--- src/rtl/instr_fetch.sv ---
// Fetch stage for moka_rv32: holds the fetch PC, keeps one word request in flight,
// registers the returned instruction and squashes responses from a redirected path.
module instr_fetch #(
   parameter int unsigned          DATA_WIDTH = 32,
   parameter logic [DATA_WIDTH-1:0] RESET_PC  = 32'h0000_0000
) (
   input  logic                  clk,
   input  logic                  rstn,
   input  logic                  en,
   output logic                  imem_req,
   output logic [DATA_WIDTH-1:0] imem_addr,
   input  logic                  imem_ready,
   input  logic                  imem_rvalid,
   input  logic [DATA_WIDTH-1:0] imem_rdata,
   input  logic                  redirect,
   input  logic [DATA_WIDTH-1:0] redirect_pc,
   input  logic                  id_ready,
   output logic [DATA_WIDTH-1:0] instr,
   output logic                  instr_valid,
   output logic [DATA_WIDTH-1:0] pc,
   output logic [DATA_WIDTH-1:0] pc_plus4,
   output logic                  misaligned_fault
);

   localparam logic [1:0] REQ   = 2'd0;
   localparam logic [1:0] WAIT  = 2'd1;
   localparam logic [1:0] HOLD  = 2'd2;
   localparam logic [1:0] FAULT = 2'd3;

   localparam logic [DATA_WIDTH-1:0] WORD_STEP = DATA_WIDTH'(32'd4);

   logic [1:0]            state_r, state_s;
   logic [DATA_WIDTH-1:0] fpc_r, fpc_s;
   logic                  drop_r, drop_s;
   logic                  valid_s;
   logic                  fault_s;
   logic                  load_s;
   logic                  accept_s;
   logic                  redir_s;
   logic                  bad_pc_s;

   // rstn gates the request so nothing is issued while reset is held
   assign imem_req  = rstn & en & (state_r == REQ);
   assign imem_addr = fpc_r;
   assign accept_s  = imem_req & imem_ready;
   assign redir_s   = en & redirect & (state_r != FAULT);
   assign bad_pc_s  = (redirect_pc[1:0] != 2'b00);

   // Next-state logic; a redirect overrides every other transition
   always_comb begin
      state_s = state_r;
      fpc_s   = fpc_r;
      drop_s  = drop_r;
      valid_s = instr_valid;
      fault_s = misaligned_fault;
      load_s  = 1'b0;
      if (redir_s) begin
         valid_s = 1'b0;
         if (bad_pc_s) begin
            fault_s = 1'b1;
            drop_s  = 1'b0;
            state_s = FAULT;
         end else begin
            fpc_s = redirect_pc;
            case (state_r)
               REQ: begin
                  if (accept_s) begin
                     state_s = WAIT;
                     drop_s  = 1'b1;
                  end else begin
                     state_s = REQ;
                  end
               end
               WAIT: begin
                  if (imem_rvalid) begin
                     state_s = REQ;
                     drop_s  = 1'b0;
                  end else begin
                     drop_s  = 1'b1;
                  end
               end
               HOLD:    state_s = REQ;
               default: state_s = state_r;
            endcase
         end
      end else begin
         case (state_r)
            REQ: begin
               if (accept_s) begin
                  state_s = WAIT;
               end else begin
                  state_s = REQ;
               end
            end
            WAIT: begin
               if (imem_rvalid && drop_r) begin
                  drop_s  = 1'b0;
                  state_s = REQ;
               end else if (imem_rvalid) begin
                  load_s  = 1'b1;
                  valid_s = 1'b1;
                  state_s = HOLD;
               end else begin
                  state_s = WAIT;
               end
            end
            HOLD: begin
               if (en && id_ready) begin
                  fpc_s   = fpc_r + WORD_STEP;
                  valid_s = 1'b0;
                  state_s = REQ;
               end else begin
                  state_s = HOLD;
               end
            end
            default: state_s = state_r;
         endcase
      end
   end

   // State and output registers
   always_ff @(posedge clk or negedge rstn) begin
      if (!rstn) begin
         state_r          <= REQ;
         fpc_r            <= RESET_PC;
         drop_r           <= 1'b0;
         instr            <= '0;
         instr_valid      <= 1'b0;
         pc               <= RESET_PC;
         pc_plus4         <= RESET_PC + WORD_STEP;
         misaligned_fault <= 1'b0;
      end else begin
         state_r          <= state_s;
         fpc_r            <= fpc_s;
         drop_r           <= drop_s;
         instr_valid      <= valid_s;
         misaligned_fault <= fault_s;
         if (load_s) begin
            instr    <= imem_rdata;
            pc       <= fpc_r;
            pc_plus4 <= fpc_r + WORD_STEP;
         end else begin
            instr    <= instr;
            pc       <= pc;
            pc_plus4 <= pc_plus4;
         end
      end
   end

endmodule

--- config.mk ---
export PLATFORM = sky130hd
export DESIGN_NAME = instr_fetch
export DESIGN_NICKNAME = d
export VERILOG_FILES = /design/src/rtl/instr_fetch.sv
export SDC_FILE = /design/constraint.sdc
export NUM_CORES = 1
export LEC_CHECK = 0
export ABC_AREA = 1
export BUFFER_PORTS_ARGS = -buffer_cell sky130_fd_sc_hd__buf_2
export CORE_MARGIN = 5
export CORE_UTILIZATION = 46
export DETAILED_ROUTE_END_ITERATION = 7
export GPL_TIMING_DRIVEN = 0
export PLACE_DENSITY = 0.87
export SETUP_SLACK_MARGIN = 0.1
export SLEW_MARGIN = 40
export SYNTH_ARGS = -nofsm -noshare
export SYNTH_HDL_FRONTEND = slang
export SYNTH_SLANG_ARGS = --single-unit
--- constraint.sdc ---
create_clock -name clk -period 1.5 [get_ports clk]
set_input_delay 0.3 -clock clk [delete_from_list [all_inputs] [get_ports clk]]
set_output_delay 0.3 -clock clk [all_outputs]
set_load 0.005 [all_outputs]
==> impl_metrics.json, run 1 <==
{
  "run_status": "complete, but fails checks",
  "failed_checks": "DRC, hold timing, setup timing",
  "area_growth_syn_to_layout_pct": 66.0,
  "synth_area_leaders": "dfrtp_1 (51%), nand2_1 (20%), nor2_1 (6.0%)",
  "num_rows": 43,
  "synth_edf_count": 0,
  "endpoint_kind": "register",
  "rr_worst_depth": 7,
  "core_area_um2": 13800,
  "root_buffer": "clkbuf_16",
  "drtIter0Drc": 1058,
  "finalCritPeriodShare_pct": 125,
  "place_hpwl_um": 14900,
  "fin_tns_setup_ps": -24930,
  "r2r_start": "imem_addr[10]",
  "crit_fanout": 5,
  "via_count": 7886,
  "antenna_found_initial": 0,
  "top_layer": "met4",
  "setup-violations-final": 130,
  "multi_input_area_um2": 3780,
  "final_antenna_net_count": 0,
  "overflow": 0,
  "critPathKind": "register to register",
  "synthArstFlopShare_pct": 100,
  "worstSetupStartpointType": "register",
  "final_cells": 1306,
  "cts_sinks": 131,
  "dp.cells": 1205,
  "path_clk_slew_ps": 70,
  "clock_latency_ps": 430,
  "worstPathArrival_ps": 2210,
  "htreeDepth": 4,
  "port_buffers": 201,
  "power_frac_clock_pct": 22.0,
  "pwr-share-seq_pct": 34.9,
  "cts_buffer_depth": 2,
  "track_usage_pct": 28.5,
  "stdcell_area_um2": 10600,
  "ys_ff_latch": 131,
  "tightest_slew_ps": 508,
  "reg2reg_setup_slack_ps": -380,
  "grt_pass1_wl_um": 36300,
  "die_h_um": 128,
  "combPwrFrac_pct": 43.1,
  "synth.avg_cell_area_um2": 7.77,
  "wire_per_inst_um": 22.9,
  "switchingPower_mw": 8.36,
  "drt_wl_total_um": 29900,
  "swShare_pct": 41.6,
  "maxSlewHeadroom_pct": 66.1,
  "layout_commonest_cell": "nand2_1",
  "cp_slowest_cell": "dfrtp_2",
  "die_w_um": 128,
  "timing.hold.ws_ps": -205,
  "synth_top_area_share_pct": 50.9,
  "crit_start": "imem_addr[10]",
  "viasPerCell": 6.04,
  "dr_wl_met2_um": 13500,
  "power_mw": 20.1,
  "r2r_end": "pc_plus4[23]",
  "final.min_clock_period_ps": 1880,
  "path_buf_inv": 1,
  "fill_cells": 755,
  "die-area_um2": 16400,
  "synth_area_um2": 6400,
  "yosysUniqueCellTypes": 30,
  "regArea_um2": 3300,
  "power_density_nw_per_um2": 1890,
  "syn_inst": 823,
  "power.leakage_nw": 5.32,
  "num_antenna_cells": 0,
  "internal_power_mw": 11.8,
  "cp_top_family": "simple AND/OR/NAND/NOR gates",
  "dr.pass1.iters": 8,
  "final_max_slew_viol_count": 0,
  "fin_ws_ps": -381,
  "drc": 62,
  "cts_tree": "built",
  "numCtsBuffers": 17,
  "wl_met1_um": 10200,
  "most-common-layout-cells": "nand2_1 (216), buf_2 (197), dfrtp_1 (113)",
  "start_util_pct": 46.4,
  "pin_count": 202,
  "grt_pass1_vias": 6999,
  "wl_met3_um": 3630,
  "critPathMaxStageDelay_ps": 430,
  "drive_above_1_share_pct": 54.3,
  "skew_ps": 9.39,
  "hp-class": "input pin to async pin",
  "place_congestion": 0.954,
  "ir_worst_vdd_v": 0.00101,
  "dpl_cell_area_um2": 7710,
  "cp.required_ps": 1830,
  "hold_viol_final": 63,
  "syn_nets": 900,
  "yosys_warnings": 0,
  "yosysSeqAreaShare_pct": 51.3,
  "yosysTopAreaCell": "dfrtp_1",
  "synth_top_flop_cell": "dfrtp_1",
  "grt_setup_unrepaired": "yes",
  "clock.fmax_ghz": 0.532,
  "grt_start_max_net_pins": 69,
  "final_nets": 1190,
  "cp_cell_sequence": "nand2_1 > nor2_2 > nand2_2 > nor2_4 > buf_4 > nand3_1 > a31oi_1",
  "cap_violations": 0
}
==> synth_stat cells (all sizes together) (3+ instances only) <==
master and count:
inv 51, a31oi 14, ha 6, nor2 115
nand2 348, nand3 40, clkbuf 3, dfrtp 130
o21ai 61, buf 32, xor2 7, a21oi 9
==> kinds of logic after synthesis <==
| family | count (synthesis) | synth area share, % |
|---|---|---|
| AOI/OAI and AO/OA | 90 | 7.63 |
| xor gates and xnor gates | 7 | 0.959 |
| adders and majority gates | 6 | 1.17 |
| buffers and inverters | 86 | 6.98 |
| DFF | 131 | 51.3 |
| and+or+nand+nor | 503 | 32.0 |
==> worst max-delay path by stage <==
stage | endpoint | slack (ps) | cells after the start
after floorplan | imem_addr[28] | 80 | 10
after global placement | state_r[0] | -1860 | 1
after detailed placement | pc_plus4[28] | -280 | 10
after CTS | imem_req | -150 | 5
after global routing | imem_addr[25] | -480 | 9
final | pc_plus4[23] | -380 | 7
==> layer usage <==
layer,global-route usage [%],vias up
li1,-,3167
met1,34.6,3699
met2,47.4,761
met3,7.00,259
met4,13.7,0
met5,0,-
==> timing repair <==
action / 4_1_cts / 5_1_grt
setup buffers: 30 / 25
endpoints found under the setup margin: 129 / 132
resized for setup: 230 / 244
gates cloned: 14 / 8
hold endpoints to repair: 63 / 63
pin swaps: 26 / 56
==> per-stage QoR <==
stage	util [%]	worst slack [ps]
after floorplan	-	84.8
after global placement	55.7	-1860
after detailed placement	56.0	-275
after CTS	68.7	-148
after global routing	77.1	-483
final	77.1	-381
==> sequential cells by signal, summed over array words and instances, names as in the netlist <==
register,flops
misaligned_fault,1
instr,32
state_r,2
pc,32
drop_r,1
pc_plus4,30
imem_addr,32
instr_valid,1
==> power groups by stage <==
stage	logic, mW	registers (mW)	clock network [mW]
final	8.67	7.03	4.43
after global routing	9.23	7.17	4.52
after CTS	6.68	6.45	4.29
after detailed placement	5.53	6.36	0
after global placement	5.40	6.28	0
after floorplan	2.70	6.33	0
==> worst register-to-register path, delay by kind of cell (launching register included) <==
family | cells | cell delay [ps]
flip-flops | 1 | 430
AND/OR/NAND/NOR | 5 | 920
AO/OA/AOI/OAI | 1 | 280
buffers and inverters | 1 | 150
==> layout make-up <==
cell class                      count  share of cell area (%)
Clock inverter                     13                    1.47
Clock buffer                       19                    4.26
Buffer                             32                    4.57
Timing Repair inverter              1                  0.0825
Tap cell                          180                    2.12
Timing Repair Buffer              272                    18.8
Inverter                           51                    1.99
Sequential cell                   131                    31.1
Multi-Input combinational cell    607                    35.6
(Power assumes the default switching activity.)
==> run 2: changes to the inputs <==
--- a/config.mk
+++ b/config.mk
@@ -11,7 +11,7 @@
 export CORE_UTILIZATION = 46
 export DETAILED_ROUTE_END_ITERATION = 7
 export GPL_TIMING_DRIVEN = 0
-export PLACE_DENSITY = 0.87
+export PLACE_DENSITY = 0.86
 export SETUP_SLACK_MARGIN = 0.1
 export SLEW_MARGIN = 40
 export SYNTH_ARGS = -nofsm -noshare
==> run 2 against run 1 <==
The flow finishes with violations (hold timing, setup timing). Via count fell by 12%. Setup slack better by 140 ps. Utilization fell by 8.2 points. Register-to-register slack gained 140 ps. Highest routed layer unchanged. Critical endpoint is now imem_addr[20]. Sequential cell count did not move. Fmax grew 8.0%. Critical path depth increased by 1. Sequential share of layout area increased by 3.7 points. Combinational power fell by 19%. Sequential power fell by 7.5%.
==> impl_metrics.json, run 2 (synthesized netlist as in run 1, its figures left out) <==
{
  "run_status": "complete, but fails checks",
  "failed_checks": "hold timing, setup timing",
  "use_met1_pct": 33.1,
  "worstPathArrival_ps": 2060,
  "hp-class": "input pin to async pin",
  "timing.hold.ws_ps": -231,
  "internal_power_mw": 11.0,
  "combPwrFrac_pct": 39.5,
  "pin_count": 202,
  "use_met2_pct": 42.0,
  "die_w_um": 128,
  "power_frac_clock_pct": 24.1,
  "most-common-layout-cells": "nand2_1 (329), buf_2 (198), dfrtp_1 (115)",
  "setup-violations-final": 98,
  "cts_buffer_depth": 2,
  "hold_viol_final": 65,
  "final_antenna_net_count": 0,
  "via_count": 6921,
  "grt_pass1_vias": 6451,
  "rr_worst_depth": 8,
  "worstSetupStartpointType": "register",
  "r2r_start": "imem_addr[3]",
  "switchingPower_mw": 6.87,
  "cts_sinks": 131,
  "htreeDepth": 4,
  "core_area_um2": 13800,
  "fin_tns_setup_ps": -9090,
  "ir_worst_vdd_v": 0.00101,
  "port_buffers": 201,
  "maxSlewHeadroom_pct": 73.3,
  "tightest_slew_ps": 396,
  "reg2reg_setup_slack_ps": -240,
  "viasPerCell": 5.40,
  "crit_start": "imem_addr[3]",
  "dr.pass1.iters": 5,
  "die-area_um2": 16400,
  "final_max_slew_viol_count": 0,
  "final.min_clock_period_ps": 1740,
  "clock_latency_ps": 430,
  "top_usage_layer": "met2",
  "swShare_pct": 38.5,
  "num_rows": 43,
  "cp.required_ps": 1810,
  "final_cells": 1281,
  "pwr-share-seq_pct": 36.4,
  "final_core_util_pct": 68.9,
  "finalCritPeriodShare_pct": 116,
  "grt_pass1_wl_um": 33600,
  "fin_ws_ps": -242,
  "drtIter0Drc": 657,
  "r2r_end": "imem_addr[20]",
  "place_congestion": 0.957,
  "grt_setup_unrepaired": "yes",
  "grt_start_max_net_pins": 68,
  "root_buffer": "clkbuf_16",
  "drive_above_1_share_pct": 40.0,
  "endpoint_kind": "register",
  "power.leakage_nw": 4.97,
  "clock.fmax_ghz": 0.574,
  "place_hpwl_um": 14700,
  "track_usage_pct": 26.5,
  "start_util_pct": 46.4,
  "skew_ps": 11.4,
  "power_density_nw_per_um2": 1880,
  "layout_commonest_cell": "nand2_1",
  "final_nets": 1164,
  "antenna_found_initial": 1,
  "power_mw": 17.8,
  "path_clk_slew_ps": 60,
  "wire_per_inst_um": 18.1,
  "critPathKind": "register to register",
  "overflow": 0,
  "numCtsBuffers": 17,
  "area_growth_syn_to_layout_pct": 48.3,
  "use_met3_pct": 7.17,
  "cts_tree": "built",
  "drt_wl_total_um": 23200,
  "die_h_um": 128,
  "dp.cells": 1205,
  "drc": 0,
  "crit_fanout": 5,
  "cap_violations": 0
}
-- run 2: final cells by class --
cell class,count,area [um^2]
diodes,1,2.50
plain buffers,34,444
clock buffers,20,457
clock inverters,12,155
fillers,994,4290
inverters,51,209
multi-input cells,607,3110
flip-flops and latches,131,3300
well taps,180,225
repair buffers,245,1590
-- run 2: what timing repair did --
| item | in CTS | in global routing |
|---|---|---|
| setup endpoints to repair | 129 | 134 |
| endpoints found under the hold margin | 65 | 65 |
| gates resized for setup | 156 | 80 |
| gates cloned | 5 | 3 |
| setup buffers | 28 | 8 |
| pin swaps | 8 | 6 |
-- run 2: worst max-delay path by stage --
stage / end / slack [ps]
finish: imem_addr[20] / -240
global route: imem_addr[20] / -330
CTS: imem_req / -140
detailed placement: drop_r / -370
global placement: state_r[0] / -1870
floorplan: imem_addr[28] / 80
-- run 2: metal layers --
| metal | vias up | wire [um] |
|---|---|---|
| met3 | 121 | 2410 |
| li1 | 3107 | - |
| met4 | 0 | 1100 |
| met2 | 465 | 10900 |
| met1 | 3228 | 8740 |
| met5 | - | 0 |
-- run 2: through the flow --
| step | setup WS [ps] | cell area [um^2] |
|---|---|---|
| detailed placement | -375 | 7710 |
| CTS | -142 | 9130 |
| floorplan | 84.8 | 6440 |
| global route | -327 | 9490 |
| global placement | -1870 | 7670 |
| finish | -242 | 9490 |
-- run 2: power by group through the flow --
stage                     Combinational (mW)  Clock (mW)  Sequential, mW
after floorplan                         2.70           0            6.33
after global placement                  5.39           0            6.27
after detailed placement                5.51           0            6.35
after CTS                               6.40        4.30            6.32
after global routing                    7.66        4.48            6.67
final                                   7.05        4.29            6.50
-- run 2: critical path: stages, from the launching register on --
cell and delay (ps):
dfrtp_2 440, ha_4 190, nand2_4 50, nor2_4 150
nand3_1 260, o21ai_1 290, nand3_1 120, nand2_1 70
nand2_1 40
